### config.mk
export PLATFORM = sky130hd
export DESIGN_NAME = i2s_rx_master
export DESIGN_NICKNAME = d
export VERILOG_FILES = /design/src/rtl/i2s_rx_master.sv
export SDC_FILE = /design/constraint.sdc
export NUM_CORES = 1
export LEC_CHECK = 0
export BUFFER_PORTS_ARGS = -buffer_cell sky130_fd_sc_hd__buf_2
export CAP_MARGIN = 40
export CORE_ASPECT_RATIO = 1.1
export CORE_MARGIN = 1.5
export CORE_UTILIZATION = 35
export CTS_CLUSTER_DIAMETER = 200
export DETAILED_ROUTE_END_ITERATION = 8
export GPL_TIMING_DRIVEN = 0
export MAX_ROUTING_LAYER = met4
export PLACE_DENSITY_LB_ADDON = 0.15
export SLEW_MARGIN = 20
export SYNTH_ARGS = -nofsm -noshare
export SYNTH_HDL_FRONTEND = slang
export SYNTH_SLANG_ARGS = --single-unit
### constraint.sdc
create_clock -name clk_i -period 3.44 [get_ports clk_i]
set_clock_uncertainty 0.2 [all_clocks]
set_input_delay 0.688 -clock clk_i [delete_from_list [all_inputs] [get_ports clk_i]]
set_output_delay 0.688 -clock clk_i [all_outputs]
set_load 0.01 [all_outputs]
### src/rtl/i2s_rx_master.sv
// I2S receive master: drives sck/ws, deserialises sd_i MSB first,
// and queues {channel, word} entries on a valid/ready stream.
module i2s_rx_master #(
  parameter int DATA_WIDTH = 24,
  parameter int CHNL_WIDTH = 32,
  parameter int DIV_WIDTH  = 8,
  parameter int FIFO_DEPTH = 4
) (
  input  logic                  clk_i,
  input  logic                  rst_i,
  input  logic                  en_i,
  input  logic [DIV_WIDTH-1:0]  clk_div_i,
  output logic                  sck_o,
  output logic                  ws_o,
  input  logic                  sd_i,
  output logic [DATA_WIDTH-1:0] data_o,
  output logic                  chnl_o,
  output logic                  valid_o,
  input  logic                  ready_i,
  output logic                  ovf_o,
  input  logic                  ovf_clr_i
);

  localparam int SW = (CHNL_WIDTH > 1) ? $clog2(CHNL_WIDTH) : 1;
  localparam int AW = (FIFO_DEPTH > 1) ? $clog2(FIFO_DEPTH) : 1;
  localparam int NW = AW + 1;
  localparam logic [SW-1:0] S_LAST_BIT = SW'(DATA_WIDTH - 1);
  localparam logic [SW-1:0] S_LAST     = SW'(CHNL_WIDTH - 1);
  localparam logic [NW-1:0] FULL_CNT   = NW'(FIFO_DEPTH);

  typedef enum logic [1:0] {
    S_IDLE,
    S_START,
    S_RUN
  } state_t;

  state_t r_state;
  state_t w_state_nxt;
  logic   w_run;

  logic                  r_sck;
  logic                  r_ws;
  logic                  r_dummy;
  logic [DIV_WIDTH-1:0]  r_div_q;
  logic [DIV_WIDTH-1:0]  r_div_cnt;
  logic [SW-1:0]         r_slot_cnt;
  logic [DATA_WIDTH-2:0] r_shift;

  logic                  w_tick;
  logic                  w_fall;
  logic                  w_push;
  logic [DATA_WIDTH-1:0] w_word;

  logic [DATA_WIDTH-1:0] r_mem_data [FIFO_DEPTH];
  logic [FIFO_DEPTH-1:0] r_mem_chnl;
  logic [AW-1:0]         r_wr_ptr;
  logic [AW-1:0]         r_rd_ptr;
  logic [NW-1:0]         r_count;
  logic                  r_ovf;

  logic w_full;
  logic w_pop;
  logic w_wr;
  logic w_ovf_set;

  // FSM state register
  always_ff @(posedge clk_i) begin
    if (rst_i) r_state <= S_IDLE;
    else       r_state <= w_state_nxt;
  end

  // FSM next state; dropping en_i returns to IDLE from anywhere
  always_comb begin
    w_state_nxt = r_state;
    w_run       = 1'b0;
    unique case (r_state)
      S_IDLE:  if (en_i) w_state_nxt = S_START;
      S_START: w_state_nxt = en_i ? S_RUN : S_IDLE;
      S_RUN: begin
        w_run = en_i;
        if (!en_i) w_state_nxt = S_IDLE;
      end
      default: w_state_nxt = S_IDLE;
    endcase
  end

  assign w_tick = (r_div_cnt == r_div_q);
  assign w_fall = w_run & w_tick & r_sck;
  assign w_word = {r_shift, sd_i};
  assign w_push = w_fall & (r_slot_cnt == S_LAST_BIT) & ~r_dummy;

  // Bit clock divider and slot framing; cleared whenever not running
  always_ff @(posedge clk_i) begin
    if (rst_i || !en_i) begin
      r_sck      <= 1'b0;
      r_ws       <= 1'b0;
      r_div_cnt  <= '0;
      r_slot_cnt <= '0;
      r_dummy    <= 1'b1;
    end else begin
      unique case (r_state)
        S_START: begin
          r_ws    <= 1'b1;
          r_dummy <= 1'b1;
        end
        S_RUN: begin
          if (w_tick) begin
            r_sck     <= ~r_sck;
            r_div_cnt <= '0;
          end else begin
            r_div_cnt <= r_div_cnt + 1'b1;
          end
          if (w_fall) begin
            if (r_slot_cnt == S_LAST) begin
              r_slot_cnt <= '0;
              r_ws       <= ~r_ws;
              r_dummy    <= 1'b0;
            end else begin
              r_slot_cnt <= r_slot_cnt + 1'b1;
            end
          end
        end
        default: begin
          r_sck      <= 1'b0;
          r_ws       <= 1'b0;
          r_div_cnt  <= '0;
          r_slot_cnt <= '0;
          r_dummy    <= 1'b1;
        end
      endcase
    end
  end

  // Divider value is frozen for the whole run
  always_ff @(posedge clk_i) begin
    if (rst_i)
      r_div_q <= '0;
    else if (en_i && r_state == S_START)
      r_div_q <= clk_div_i;
  end

  // Shift in the data bits of each slot; later bits are ignored
  always_ff @(posedge clk_i) begin
    if (rst_i)
      r_shift <= '0;
    else if (w_fall && r_slot_cnt <= S_LAST_BIT)
      r_shift <= w_word[DATA_WIDTH-2:0];
  end

  assign w_full    = (r_count == FULL_CNT);
  assign w_pop     = valid_o & ready_i;
  assign w_wr      = w_push & (~w_full | w_pop);
  assign w_ovf_set = w_push & w_full & ~w_pop;

  // Output FIFO storage, pointers and occupancy
  always_ff @(posedge clk_i) begin
    if (rst_i) begin
      for (int i = 0; i < FIFO_DEPTH; i++) r_mem_data[i] <= '0;
      r_mem_chnl <= '0;
      r_wr_ptr   <= '0;
      r_rd_ptr   <= '0;
      r_count    <= '0;
    end else begin
      if (w_wr) begin
        r_mem_data[r_wr_ptr] <= w_word;
        r_mem_chnl[r_wr_ptr] <= r_ws;
        r_wr_ptr             <= r_wr_ptr + 1'b1;
      end
      if (w_pop) r_rd_ptr <= r_rd_ptr + 1'b1;
      case ({w_wr, w_pop})
        2'b10:   r_count <= r_count + 1'b1;
        2'b01:   r_count <= r_count - 1'b1;
        default: r_count <= r_count;
      endcase
    end
  end

  // Sticky overrun; a new overrun beats a clear in the same cycle
  always_ff @(posedge clk_i) begin
    if (rst_i)          r_ovf <= 1'b0;
    else if (w_ovf_set) r_ovf <= 1'b1;
    else if (ovf_clr_i) r_ovf <= 1'b0;
  end

  assign sck_o   = r_sck;
  assign ws_o    = r_ws;
  assign data_o  = r_mem_data[r_rd_ptr];
  assign chnl_o  = r_mem_chnl[r_rd_ptr];
  assign valid_o = (r_count != '0);
  assign ovf_o   = r_ovf;

endmodule

==> results of run 1 <==
==> layout make-up <==
type                    count  area (µm²)  area share [%]
diodes                      1        2.50          0.0308
plain buffers              27         153            1.88
clock buffers              17         425            5.24
clock inverters            15         200            2.47
inverters                   9        33.8           0.416
multi-input cells         346        2640            32.5
flip-flops and latches    159        4140            51.0
well taps                 247         309            3.81
repair buffers             42         210            2.59
==> worst max-delay path by stage <==
stage	from	endpoint	cells past startpoint
2_1_floorplan	en_i	r_count[2]	8
3_3_place_gp	en_i	r_mem_data[1][13]	7
3_5_place_dp	en_i	r_mem_data[0][17]	7
4_1_cts	flip-flop	data_o[22]	4
5_1_grt	flip-flop	data_o[22]	4
6_report	flip-flop	data_o[22]	4
==> synthesized netlist by cell type, drive strengths merged, types with 2 or more instances <==
cell type,n
nand2b,2
xnor2,10
xor2,8
and3,6
nand2,28
inv,9
mux2i,25
clkbuf,13
nor4,2
nor2,50
or2,4
ha,10
and2,96
nand4b,3
mux4,25
a221o,2
or3,2
buf,14
nor2b,5
a21oi,21
mux2,4
dfxtp,63
edfxtp,96
nor3,3
nand4,6
nand3,17
o21ai,4
nor4b,2
==> worst min-delay path, delay by kind of cell, from the launching register on <==
family          cells  cell delay [ns]
flops               1             0.31
simple gates        1             0.05
compound gates      1             0.05
==> routing by layer <==
layer / global-route usage, % / share of wire, %
met5: - / 0
met3: 4.08 / 3.9
met1: 18.4 / 45
met4: 4.58 / 1.3
met2: 25.1 / 50
==> report_power, final <==
| group | switching (µW) | internal [µW] |
|---|---|---|
| clock network | 827 | 1170 |
| registers | 38.7 | 2100 |
| logic | 334 | 305 |
==> sequential cells by signal, indices dropped and copies added (netlist names), 3 cells and up, named ones only <==
name,flops
r_mem_data,96
r_shift,23
r_div_cnt,8
r_div_q,8
r_slot_cnt,5
r_mem_chnl,4
r_count,3
==> metrics by stage <==
| stage | setup WS (ns) | area [µm²] | power, µW | hold WS, ns | std cells |
|---|---|---|---|---|---|
| after floorplan | 0.915 | 6970 | 2630 | 0.226 | 541 |
| after global placement | 0.239 | 7490 | 2830 | 0.236 | 830 |
| after detailed placement | 0.243 | 7490 | 2840 | 0.250 | 830 |
| after CTS | 0.172 | 8120 | 4840 | 0.259 | 862 |
| after global routing | 0.0785 | 8120 | 4980 | 0.279 | 863 |
| final | 0.283 | 8120 | 4780 | 0.255 | 863 |
==> cells by family after synthesis <==
group,Yosys count,synth area share (%)
AO/OA/AOI/OAI,34,2.93
XOR/XNOR,18,2.26
AND/OR/NAND/NOR,229,18.3
buffers and inverters,36,2.67
multiplexers,54,12.3
flip-flops,159,59.4
adder cells (fa/ha/maj),11,2.08
==> impl_table.tex, run 1 <==
\begin{tabular}{lr}
\hline
Metric & Value \\
\hline
\multicolumn{2}{l}{\textbf{Die}} \\
\quad Die Height & 151 µm \\
\quad Number of I/O pins & 43 \\
\quad Effective utilization at floorplan & 36.1\% \\
\quad Number of standard-cell rows in the floorplan & 53 \\
\quad DIE AREA & 20800 µm² \\
\quad Area of the placeable core & 19300 µm² \\
\quad Die width & 138 µm \\
\multicolumn{2}{l}{\textbf{Critical path}} \\
\quad Nature of the critical path startpoint & flip-flop \\
\quad Data required time at the worst endpoint & 2.55 ns \\
\quad Arrival time worst endpoint & 2.27 ns \\
\quad Top Family by Delay on Critical Path & buffers and inverters \\
\quad Largest stage delay on the critical path & 0.57 ns \\
\quad FF-to-FF setup slack & 0.39 ns \\
\quad Launching point of the worst reg2reg path & r\_div\_cnt[0] \\
\quad Sort of element at the end of the critical path & primary output \\
\quad Classification of the worst setup path & reg2out \\
\quad Critical path fanouts, max & 10 \\
\quad Worst Reg2Reg Path Length in Cells & 6 \\
\quad Critical-path cell with the highest stage delay & mux4\_2 \\
\quad Cell chain of the critical path & clkbuf\_1 > buf\_2 > mux4\_2 > buf\_2 \\
\quad Library cell appearing most often on the critical path & buf\_2 \\
\quad End of the worst register-to-register path & r\_mem\_data[0][20] \\
\quad Crit path buffers/inverters & 3 \\
\multicolumn{2}{l}{\textbf{Cells and area}} \\
\quad Commonest cells after routing, fill and taps aside & 96 x and2\_1, 96 x edfxtp\_1, 63 x dfxtp\_1 \\
\quad Share of final-layout standard cells stronger than drive strength 1 & 20.7\% \\
\quad Layout fillers & 1811 \\
\quad Net count, final & 627 \\
\quad Growth of design area from synthesis to finish & 16.5\% \\
\quad Final core utilization & 42.1\% \\
\multicolumn{2}{l}{\textbf{Synthesis}} \\
\quad Synth Cell Area & 6970 µm² \\
\quad Flip-flop cell with the highest count after synthesis & edfxtp\_1 \\
\quad Sequential element share of the synthesized area & 59.4\% \\
\quad Area share of the largest cell type after synthesis & 41.3\% \\
\quad Number of register bits inferred by synthesis & 159 \\
\quad Avg Inst Size Synth & 12.9 µm² \\
\quad Count of warnings emitted by yosys & 0 \\
\quad FFs w/ async S/R, synth & 0\% \\
\quad Count of flip-flops with a built-in enable after synthesis & 96 \\
\quad Yosys top cell by area & edfxtp\_1 \\
\quad Synth area leaders & edfxtp\_1 41\%, dfxtp\_1 18\%, and2\_1 8.6\% \\
\quad Gate count after technology mapping & 541 \\
\quad Nets in the synthesized netlist & 566 \\
\quad Number of library cell types mapped by synthesis & 47 \\
\multicolumn{2}{l}{\textbf{Global routing}} \\
\quad Initial antenna violation count & 1 \\
\quad Number of global-route vias before repair & 4267 \\
\quad Maximum number of pins on one net before global-route repair & 25 \\
\quad All-Layer GR Usage & 15.3\% \\
\quad Global-route wire length before repair & 22.8 mm \\
\quad Residual overflow from global routing & 0 \\
\multicolumn{2}{l}{\textbf{Power and ir drop}} \\
\quad IR drop worst, VDD & 0.344 mV \\
\quad Pwr dens & 588 nW/µm² \\
\quad Lkg Pwr & 0.00304 µW \\
\multicolumn{2}{l}{\textbf{Timing}} \\
\quad Normalized max-slew margin & 45.2\% \\
\quad Final critical-path share of the clock period & 91.8\% \\
\quad Final count of pins violating max slew & 0 \\
\quad Final setup violation count & 0 \\
\quad Min Tclk post-route & 3.16 ns \\
\quad RSZ-0062 raised after global routing & false \\
\quad Final-layout setup total negative slack & 0 ns \\
\quad Slew at the pin closest to its max-slew limit & 0.822 ns \\
\quad Upper clock frequency limit & 317 MHz \\
\quad Final Hold Violating Endpoints & 0 \\
\multicolumn{2}{l}{\textbf{Clock tree}} \\
\quad Setup Fix Bufs, Post-CTS & 0 \\
\quad CTS-repair resized insts & 0 \\
\quad Number of hold buffers added after CTS & 0 \\
\quad Clock Pin Slew Worst Setup and Hold Paths & 0.07 ns \\
\quad Clock Root Buffer & clkbuf\_16 \\
\quad Later-pin clock latency in the skew report & 0.42 ns \\
\quad Maximum level of the CTS H-tree & 4 \\
\quad Largest buffer count on any clock path & 2 \\
\quad Clk sinks & 159 \\
\quad TritonCTS clock tree & yes \\
\quad Inserted Clock Buffers & 17 \\
\multicolumn{2}{l}{\textbf{Routing}} \\
\quad DRC marker count from the first detailed-route iteration & 160 \\
\quad Average routed wire per standard cell & 16.5 µm \\
\quad Remaining DRCs & 0 \\
\quad Post-detailed-route via-to-cell ratio & 4.85 \\
\quad Routed wire length & 14.2 mm \\
\quad Via count & 4182 \\
\quad Antenna-violating nets left & 0 \\
\quad Detailed Routing Iterations Pass 1 & 4 \\
\multicolumn{2}{l}{\textbf{Flow run}} \\
\quad Maxcap violations & 0 \\
\multicolumn{2}{l}{\textbf{Place}} \\
\quad Final HPWL DP & 9.24 mm \\
\quad Final weighted congestion in routability-driven placement & 0.770 \\
\quad Port-buffer cells & 42 \\
\multicolumn{2}{l}{\textbf{Hold path}} \\
\quad Terminating pin of the worst hold path & r\_mem\_chnl[2] \\
\quad Worst hold path class & reg2reg \\
\quad Worst hold start & r\_mem\_chnl[2] \\
\quad Hold Path Depth & 2 \\
\multicolumn{2}{l}{\textbf{Status}} \\
\quad Outcome & finished, final reports clean \\
\hline
\end{tabular}
No activity file was read; power rests on OpenSTA's default activity.
==> run 2, diff against run 1 <==
MAX_ROUTING_LAYER = unset   (was met4)
clock period = 3.3 ns   (was 3.44 ns; I/O delays follow)
==> run 2 against run 1 <==
Against the previous run: sequential share of layout area barely moved; global-route usage shrank 0.43 points; design area barely moved; largest cell class unchanged.
==> impl_table.tex, run 2 (synthesis results as in run 1) <==
\begin{tabular}{lr}
\hline
Metric & Value \\
\hline
\multicolumn{2}{l}{\textbf{Status}} \\
\quad Outcome & finished, final reports clean \\
\multicolumn{2}{l}{\textbf{Routing}} \\
\quad Detailed Routing Iterations Pass 1 & 4 (unchanged) \\
\quad DRC marker count from the first detailed-route iteration & 178 (+11\%) \\
\quad Routed wire length & 14.2 mm (+0.30\%) \\
\quad Via count & 4197 (+0.36\%) \\
\quad Antenna-violating nets left & 0 (unchanged) \\
\quad Average routed wire per standard cell & 16.5 µm (+0.42\%) \\
\quad Post-detailed-route via-to-cell ratio & 4.87 (+0.48\%) \\
\quad Remaining DRCs & 0 (unchanged) \\
\multicolumn{2}{l}{\textbf{Critical path}} \\
\quad Data required time at the worst endpoint & 2.44 ns (-0.11 ns) \\
\quad Cell chain of the critical path & buf\_1 > clkbuf\_1 > mux4\_2 > buf\_2 \\
\quad Critical-path cell with the highest stage delay & clkbuf\_1 \\
\quad Crit path buffers/inverters & 3 (unchanged) \\
\quad Classification of the worst setup path & reg2out \\
\quad Arrival time worst endpoint & 2.25 ns (-0.02 ns) \\
\quad Launching point of the worst reg2reg path & r\_div\_cnt[0] \\
\quad Sort of element at the end of the critical path & primary output \\
\quad Worst Reg2Reg Path Length in Cells & 6 (unchanged) \\
\quad Nature of the critical path startpoint & flip-flop \\
\quad Largest stage delay on the critical path & 0.65 ns (+0.08 ns) \\
\quad FF-to-FF setup slack & 0.23 ns (-0.16 ns) \\
\quad End of the worst register-to-register path & r\_mem\_data[0][20] \\
\quad Critical path fanouts, max & 10 (unchanged) \\
\quad Top Family by Delay on Critical Path & buffers and inverters \\
\multicolumn{2}{l}{\textbf{Clock tree}} \\
\quad Number of hold buffers added after CTS & 0 (unchanged) \\
\quad Later-pin clock latency in the skew report & 0.42 ns (about the same) \\
\quad Clk sinks & 159 (unchanged) \\
\quad Largest buffer count on any clock path & 2 (unchanged) \\
\quad TritonCTS clock tree & yes \\
\quad Clock Pin Slew Worst Setup and Hold Paths & 0.07 ns (about the same) \\
\quad Inserted Clock Buffers & 17 (unchanged) \\
\quad Clock Root Buffer & clkbuf\_16 \\
\quad Maximum level of the CTS H-tree & 4 (unchanged) \\
\multicolumn{2}{l}{\textbf{Cells and area}} \\
\quad Largest register FFs & 96 (unchanged) \\
\quad Growth of design area from synthesis to finish & 16.5\% (about the same) \\
\quad Commonest cells after routing, fill and taps aside & 96 x and2\_1, 96 x edfxtp\_1, 63 x dfxtp\_1 \\
\quad Diodes inserted & 0 (-1) \\
\quad Final core utilization & 42.1\% (about the same) \\
\quad Top register by number of flip-flops & r\_mem\_data \\
\quad Net count, final & 627 (unchanged) \\
\quad Share of final-layout standard cells stronger than drive strength 1 & 20.7\% (unchanged) \\
\quad Largest registers & r\_mem\_data (96), r\_shift (23) \\
\multicolumn{2}{l}{\textbf{Global routing}} \\
\quad Residual overflow from global routing & 0 (unchanged) \\
\quad Maximum number of pins on one net before global-route repair & 25 (unchanged) \\
\quad Global-route wire length before repair & 22.8 mm (about the same) \\
\quad Number of global-route vias before repair & 4269 (+0.047\%) \\
\quad Initial antenna violation count & 1 (unchanged) \\
\quad All-Layer GR Usage & 14.8\% (-0.43 points) \\
\multicolumn{2}{l}{\textbf{Hold path}} \\
\quad Terminating pin of the worst hold path & r\_mem\_chnl[2] \\
\quad Hold Path Depth & 2 (unchanged) \\
\quad Worst hold path class & reg2reg \\
\quad Worst hold start & r\_mem\_chnl[2] \\
\multicolumn{2}{l}{\textbf{Timing}} \\
\quad Min Tclk post-route & 3.11 ns \\
\quad RSZ-0062 raised after global routing & false \\
\quad Upper clock frequency limit & 321 MHz \\
\quad Slew at the pin closest to its max-slew limit & 0.821 ns (-0.00171 ns) \\
\quad Final Hold Violating Endpoints & 0 (unchanged) \\
\quad Final count of pins violating max slew & 0 (unchanged) \\
\quad Normalized max-slew margin & 45.3\% (+0.11 points) \\
\quad Final-layout setup total negative slack & 0 ns (unchanged) \\
\quad Final critical-path share of the clock period & 94.3\% \\
\quad Final setup violation count & 0 (unchanged) \\
\multicolumn{2}{l}{\textbf{Die}} \\
\quad Effective utilization at floorplan & 36.1\% (unchanged) \\
\quad DIE AREA & 20800 µm² (unchanged) \\
\quad Number of standard-cell rows in the floorplan & 53 (unchanged) \\
\quad Die Height & 151 µm (unchanged) \\
\quad Die width & 138 µm (unchanged) \\
\quad Area of the placeable core & 19300 µm² (unchanged) \\
\quad Number of I/O pins & 43 (unchanged) \\
\multicolumn{2}{l}{\textbf{Place}} \\
\quad Final weighted congestion in routability-driven placement & 0.760 (-1.3\%) \\
\quad Final HPWL DP & 9.24 mm (unchanged) \\
\quad Port-buffer cells & 42 (unchanged) \\
\multicolumn{2}{l}{\textbf{Power and ir drop}} \\
\quad Lkg Pwr & 0.00304 µW (about the same) \\
\quad IR drop worst, VDD & 0.360 mV (+4.8\%) \\
\quad Pwr dens & 613 nW/µm² (+4.3\%) \\
\multicolumn{2}{l}{\textbf{Flow run}} \\
\quad Maxcap violations & 0 (unchanged) \\
\hline
\end{tabular}
-- run 2: area by class of cell --
cell class                 instances  area [µm²]
fill                            1810       11200
sequential                       159        4140
multi-input combinational        346        2640
clock buffer                      17         425
tap                              247         309
timing repair buffer              42         210
clock inverter                    15         200
buffer                            27         158
inverter                           9        33.8
-- run 2: where the power goes --
part	switching (µW)	total [µW]	leakage, µW	internal (µW)
sequential	40.3	2230	0.00142	2190
clock	859	2080	0.000301	1220
combinational	349	673	0.00132	323
-- run 2: worst max path at each step --
stage | cells past startpoint | end | slack, ns
floorplan | 8 | r_count[2] | 0.80
global route | 6 | r_mem_data[0][20] | 0.006
CTS | 4 | data_o[22] | 0.06
global placement | 7 | r_mem_data[1][13] | 0.13
detailed placement | 7 | r_mem_data[0][17] | 0.13
finish | 4 | data_o[22] | 0.19
-- run 2: tightest hold or removal path: cells and delay by family, from the launching register on --
| kind | cells | cell delay, ns |
|---|---|---|
| AO/OA/AOI/OAI | 1 | 0.05 |
| AND/OR/NAND/NOR | 1 | 0.05 |
| flip-flops | 1 | 0.31 |
-- run 2: per-stage QoR --
stage / power (µW) / setup slack, ns / hold slack [ns] / cells / area, µm²
after floorplan: 2750 / 0.803 / 0.226 / 541 / 6970
after global placement: 2950 / 0.127 / 0.236 / 830 / 7490
after detailed placement: 2960 / 0.131 / 0.250 / 830 / 7490
after CTS: 5050 / 0.0604 / 0.259 / 862 / 8120
after global routing: 5200 / 0.00646 / 0.279 / 862 / 8120
final: 4980 / 0.188 / 0.255 / 862 / 8120
-- run 2: per-layer routing --
layer	vias up	global-route usage [%]	part of all wire, %	routed length [µm]
li1	2053	-	-	-
met1	2049	18.4	45	6410
met2	76	25.1	50	7060
met3	17	4.12	4.1	582
met4	2	4.58	1.3	184
met5	-	0	0.091	13
-- run 2: timing repair --
item | in CTS | in global routing
gates resized for setup | 0 | 2
setup buffers | 0 | 0
setup endpoints to repair | 0 | 13
==> run 3, diff against run 2 <==
BUFFER_PORTS_ARGS = unset   (was -buffer_cell sky130_fd_sc_hd__buf_2)
DONT_BUFFER_PORTS = 1   (was unset)
==> run 3 against run 2 <==
Against the previous run: critical path depth is 2 higher; sequential power hardly changed; clock power is 9.6% lower; utilization is 1.3 points lower; clock-buffer cell count is 1 higher; register-to-register slack hardly changed; worst hold slack worse by 0.079 ns; highest routed layer is now met4.
==> impl_table.tex, run 3 (synthesis results as in run 1) <==
\begin{tabular}{lr}
\hline
Metric & Value \\
\hline
\multicolumn{2}{l}{\textbf{Status}} \\
\quad Outcome & finished, final reports clean \\
\multicolumn{2}{l}{\textbf{Critical path}} \\
\quad Worst Reg2Reg Path Length in Cells & 6 (unchanged) \\
\quad Launching point of the worst reg2reg path & r\_div\_cnt[0] \\
\quad Source of the critical timing path & r\_div\_cnt[0] \\
\quad Sort of element at the end of the critical path & flip-flop \\
\quad Nature of the critical path startpoint & flip-flop \\
\quad Arrival time worst endpoint & 2.92 ns (+0.67 ns) \\
\quad Data required time at the worst endpoint & 3.15 ns (+0.71 ns) \\
\quad Classification of the worst setup path & reg2reg \\
\quad Critical path fanouts, max & 24 (+14) \\
\multicolumn{2}{l}{\textbf{Cells and area}} \\
\quad Layout Cells excl Fill & 821 (-4.8\%) \\
\quad Largest registers & r\_mem\_data (96), r\_shift (23) \\
\quad Top register by number of flip-flops & r\_mem\_data \\
\quad Growth of design area from synthesis to finish & 12.9\% \\
\quad Share of final-layout standard cells stronger than drive strength 1 & 14.6\% (-6.0 points) \\
\quad Commonest cells after routing, fill and taps aside & 96 x and2\_1, 96 x edfxtp\_1, 63 x dfxtp\_1 \\
\quad Diodes inserted & 0 (unchanged) \\
\quad Largest register FFs & 96 (unchanged) \\
\quad Final core utilization & 40.8\% (-1.3 points) \\
\quad Final Cell Area & 7870 µm² (-3.1\%) \\
\quad Net count, final & 586 (-6.5\%) \\
\multicolumn{2}{l}{\textbf{Timing}} \\
\quad RSZ-0062 raised after global routing & false \\
\quad Final count of pins violating max slew & 0 (unchanged) \\
\quad Slew at the pin closest to its max-slew limit & 0.764 ns (-0.0564 ns) \\
\quad Final critical-path share of the clock period & 93.1\% (-1.2 points) \\
\quad Final-layout setup total negative slack & 0 ns (unchanged) \\
\quad Final setup violation count & 0 (unchanged) \\
\quad Post-route setup slack & 0.228 ns (+0.0403 ns) \\
\quad Upper clock frequency limit & 326 MHz (+1.3\%) \\
\quad Final Hold Violating Endpoints & 0 (unchanged) \\
\quad Min Tclk post-route & 3.07 ns (-0.0403 ns) \\
\quad Normalized max-slew margin & 49.0\% (+3.8 points) \\
\multicolumn{2}{l}{\textbf{Clock tree}} \\
\quad Number of hold buffers added after CTS & 0 (unchanged) \\
\quad Later-pin clock latency in the skew report & 0.43 ns (about the same) \\
\quad Largest buffer count on any clock path & 2 (unchanged) \\
\quad Clk sinks & 159 (unchanged) \\
\quad TritonCTS clock tree & yes \\
\quad Setup Fix Bufs, Post-CTS & 0 (unchanged) \\
\quad Clock Root Buffer & clkbuf\_16 \\
\quad Inserted Clock Buffers & 17 (unchanged) \\
\quad Maximum level of the CTS H-tree & 4 (unchanged) \\
\quad Clock Pin Slew Worst Setup and Hold Paths & 0.06 ns (about the same) \\
\quad CTS-repair resized insts & 0 (unchanged) \\
\multicolumn{2}{l}{\textbf{Routing}} \\
\quad Antenna-violating nets left & 0 (unchanged) \\
\quad M1 WL & 6.06 mm (-5.3\%) \\
\quad Via count & 4001 (-4.7\%) \\
\quad Average routed wire per standard cell & 17.1 µm (+3.7\%) \\
\quad Uppermost layer routed & met4 \\
\quad Detail Route met2 WL & 7.02 mm (-0.60\%) \\
\quad Post-detailed-route via-to-cell ratio & 4.87 (about the same) \\
\quad Detailed Routing Iterations Pass 1 & 5 (+1) \\
\quad Routed wire length & 14.1 mm (-1.2\%) \\
\quad Remaining DRCs & 0 (unchanged) \\
\quad Wire length on met3 & 721 µm (+24\%) \\
\quad DRC marker count from the first detailed-route iteration & 166 (-6.7\%) \\
\multicolumn{2}{l}{\textbf{Place}} \\
\quad Port-buffer cells & 0 (-100\%) \\
\quad Dpl cells & 788 (-5.1\%) \\
\quad Final weighted congestion in routability-driven placement & 0.811 (+6.7\%) \\
\quad Placement Cell Area & 7280 µm² (-2.8\%) \\
\quad Dpl ws & 0.150 ns (+0.0189 ns) \\
\quad Final HPWL DP & 9.10 mm (-1.6\%) \\
\multicolumn{2}{l}{\textbf{Power and ir drop}} \\
\quad Clock group share of total power & 39.9\% (-1.8 points) \\
\quad Pwr dens & 597 nW/µm² (-2.7\%) \\
\quad Sw Pwr & 1200 µW (-3.9\%) \\
\quad Switching share of power & 25.5\% (+0.47 points) \\
\quad Lkg Pwr & 0.00284 µW (-6.5\%) \\
\quad Combinational share of power & 12.6\% (-0.9 points) \\
\quad IR drop worst, VDD & 0.357 mV (-0.83\%) \\
\quad Sequential power share & 47.5\% (+2.7 points) \\
\quad Internal power & 3500 µW (-6.3\%) \\
\multicolumn{2}{l}{\textbf{Global routing}} \\
\quad Maximum number of pins on one net before global-route repair & 25 (unchanged) \\
\quad Global-route wire length before repair & 22.5 mm (-1.4\%) \\
\quad Initial antenna violation count & 0 (-1) \\
\quad Number of global-route vias before repair & 4102 (-3.9\%) \\
\quad Residual overflow from global routing & 0 (unchanged) \\
\quad All-Layer GR Usage & 14.8\% (-0.069 points) \\
\multicolumn{2}{l}{\textbf{Flow run}} \\
\quad Maxcap violations & 0 (unchanged) \\
\multicolumn{2}{l}{\textbf{Die}} \\
\quad Number of I/O pins & 43 (unchanged) \\
\quad DIE AREA & 20800 µm² (unchanged) \\
\quad Number of standard-cell rows in the floorplan & 53 (unchanged) \\
\quad Effective utilization at floorplan & 36.1\% (unchanged) \\
\quad Area of the placeable core & 19300 µm² (unchanged) \\
\quad Die width & 138 µm (unchanged) \\
\quad Die Height & 151 µm (unchanged) \\
\multicolumn{2}{l}{\textbf{Hold path}} \\
\quad Worst hold path class & in2reg \\
\quad Worst hold start & clk\_div\_i[3] \\
\quad Hold Path Depth & 2 (unchanged) \\
\hline
\end{tabular}
run 3: metrics by stage:
step | hold slack [ns] | total power [µW]
final | 0.176 | 4700
after global routing | 0.170 | 4880
after CTS | 0.161 | 4760
after detailed placement | 0.244 | 2880
after global placement | 0.237 | 2870
after floorplan | 0.226 | 2750
run 3: worst paths after layout:
| kind | end | slack (ns) |
|---|---|---|
| setup / recovery | r_mem_data[1][9] | 0.23 |
| hold / removal | r_div_q[3] | 0.18 |
| setup reg to reg | r_mem_data[1][9] | 0.23 |
| hold reg to reg | r_mem_chnl[2] | 0.25 |
run 3: per-layer routing:
metal / vias up / global-route usage (%)
met5: - / 0
met4: 0 / 6.00
met3: 19 / 3.78
met2: 80 / 25.3
met1: 1934 / 17.6
li1: 1968 / -
run 3: final cells by class:
| class | instances | area (µm²) |
|---|---|---|
| fillers | 1825 | 11400 |
| clock inverters | 14 | 133 |
| multi-input cells | 346 | 2640 |
| flip-flops and latches | 159 | 4140 |
| plain buffers | 27 | 153 |
| well taps | 247 | 309 |
| clock buffers | 18 | 429 |
| repair buffers | 1 | 27.5 |
| inverters | 9 | 33.8 |
run 3: power groups by stage:
stage / Sequential [µW] / Clock [µW] / Combinational, µW
2_1_floorplan: 2260 / 0 / 487
3_3_place_gp: 2270 / 0 / 602
3_5_place_dp: 2270 / 0 / 609
4_1_cts: 2230 / 1920 / 610
5_1_grt: 2240 / 1990 / 651
6_report: 2230 / 1880 / 591
run 3: worst max-delay path, stage by stage, from the launching register on:
cell and delay, ns:
dfxtp_1 0.46, xnor2_1 0.15, nand4_1 0.22, or2_4 0.35
nor3_4 0.37, and3_4 0.31, or2_2 0.63
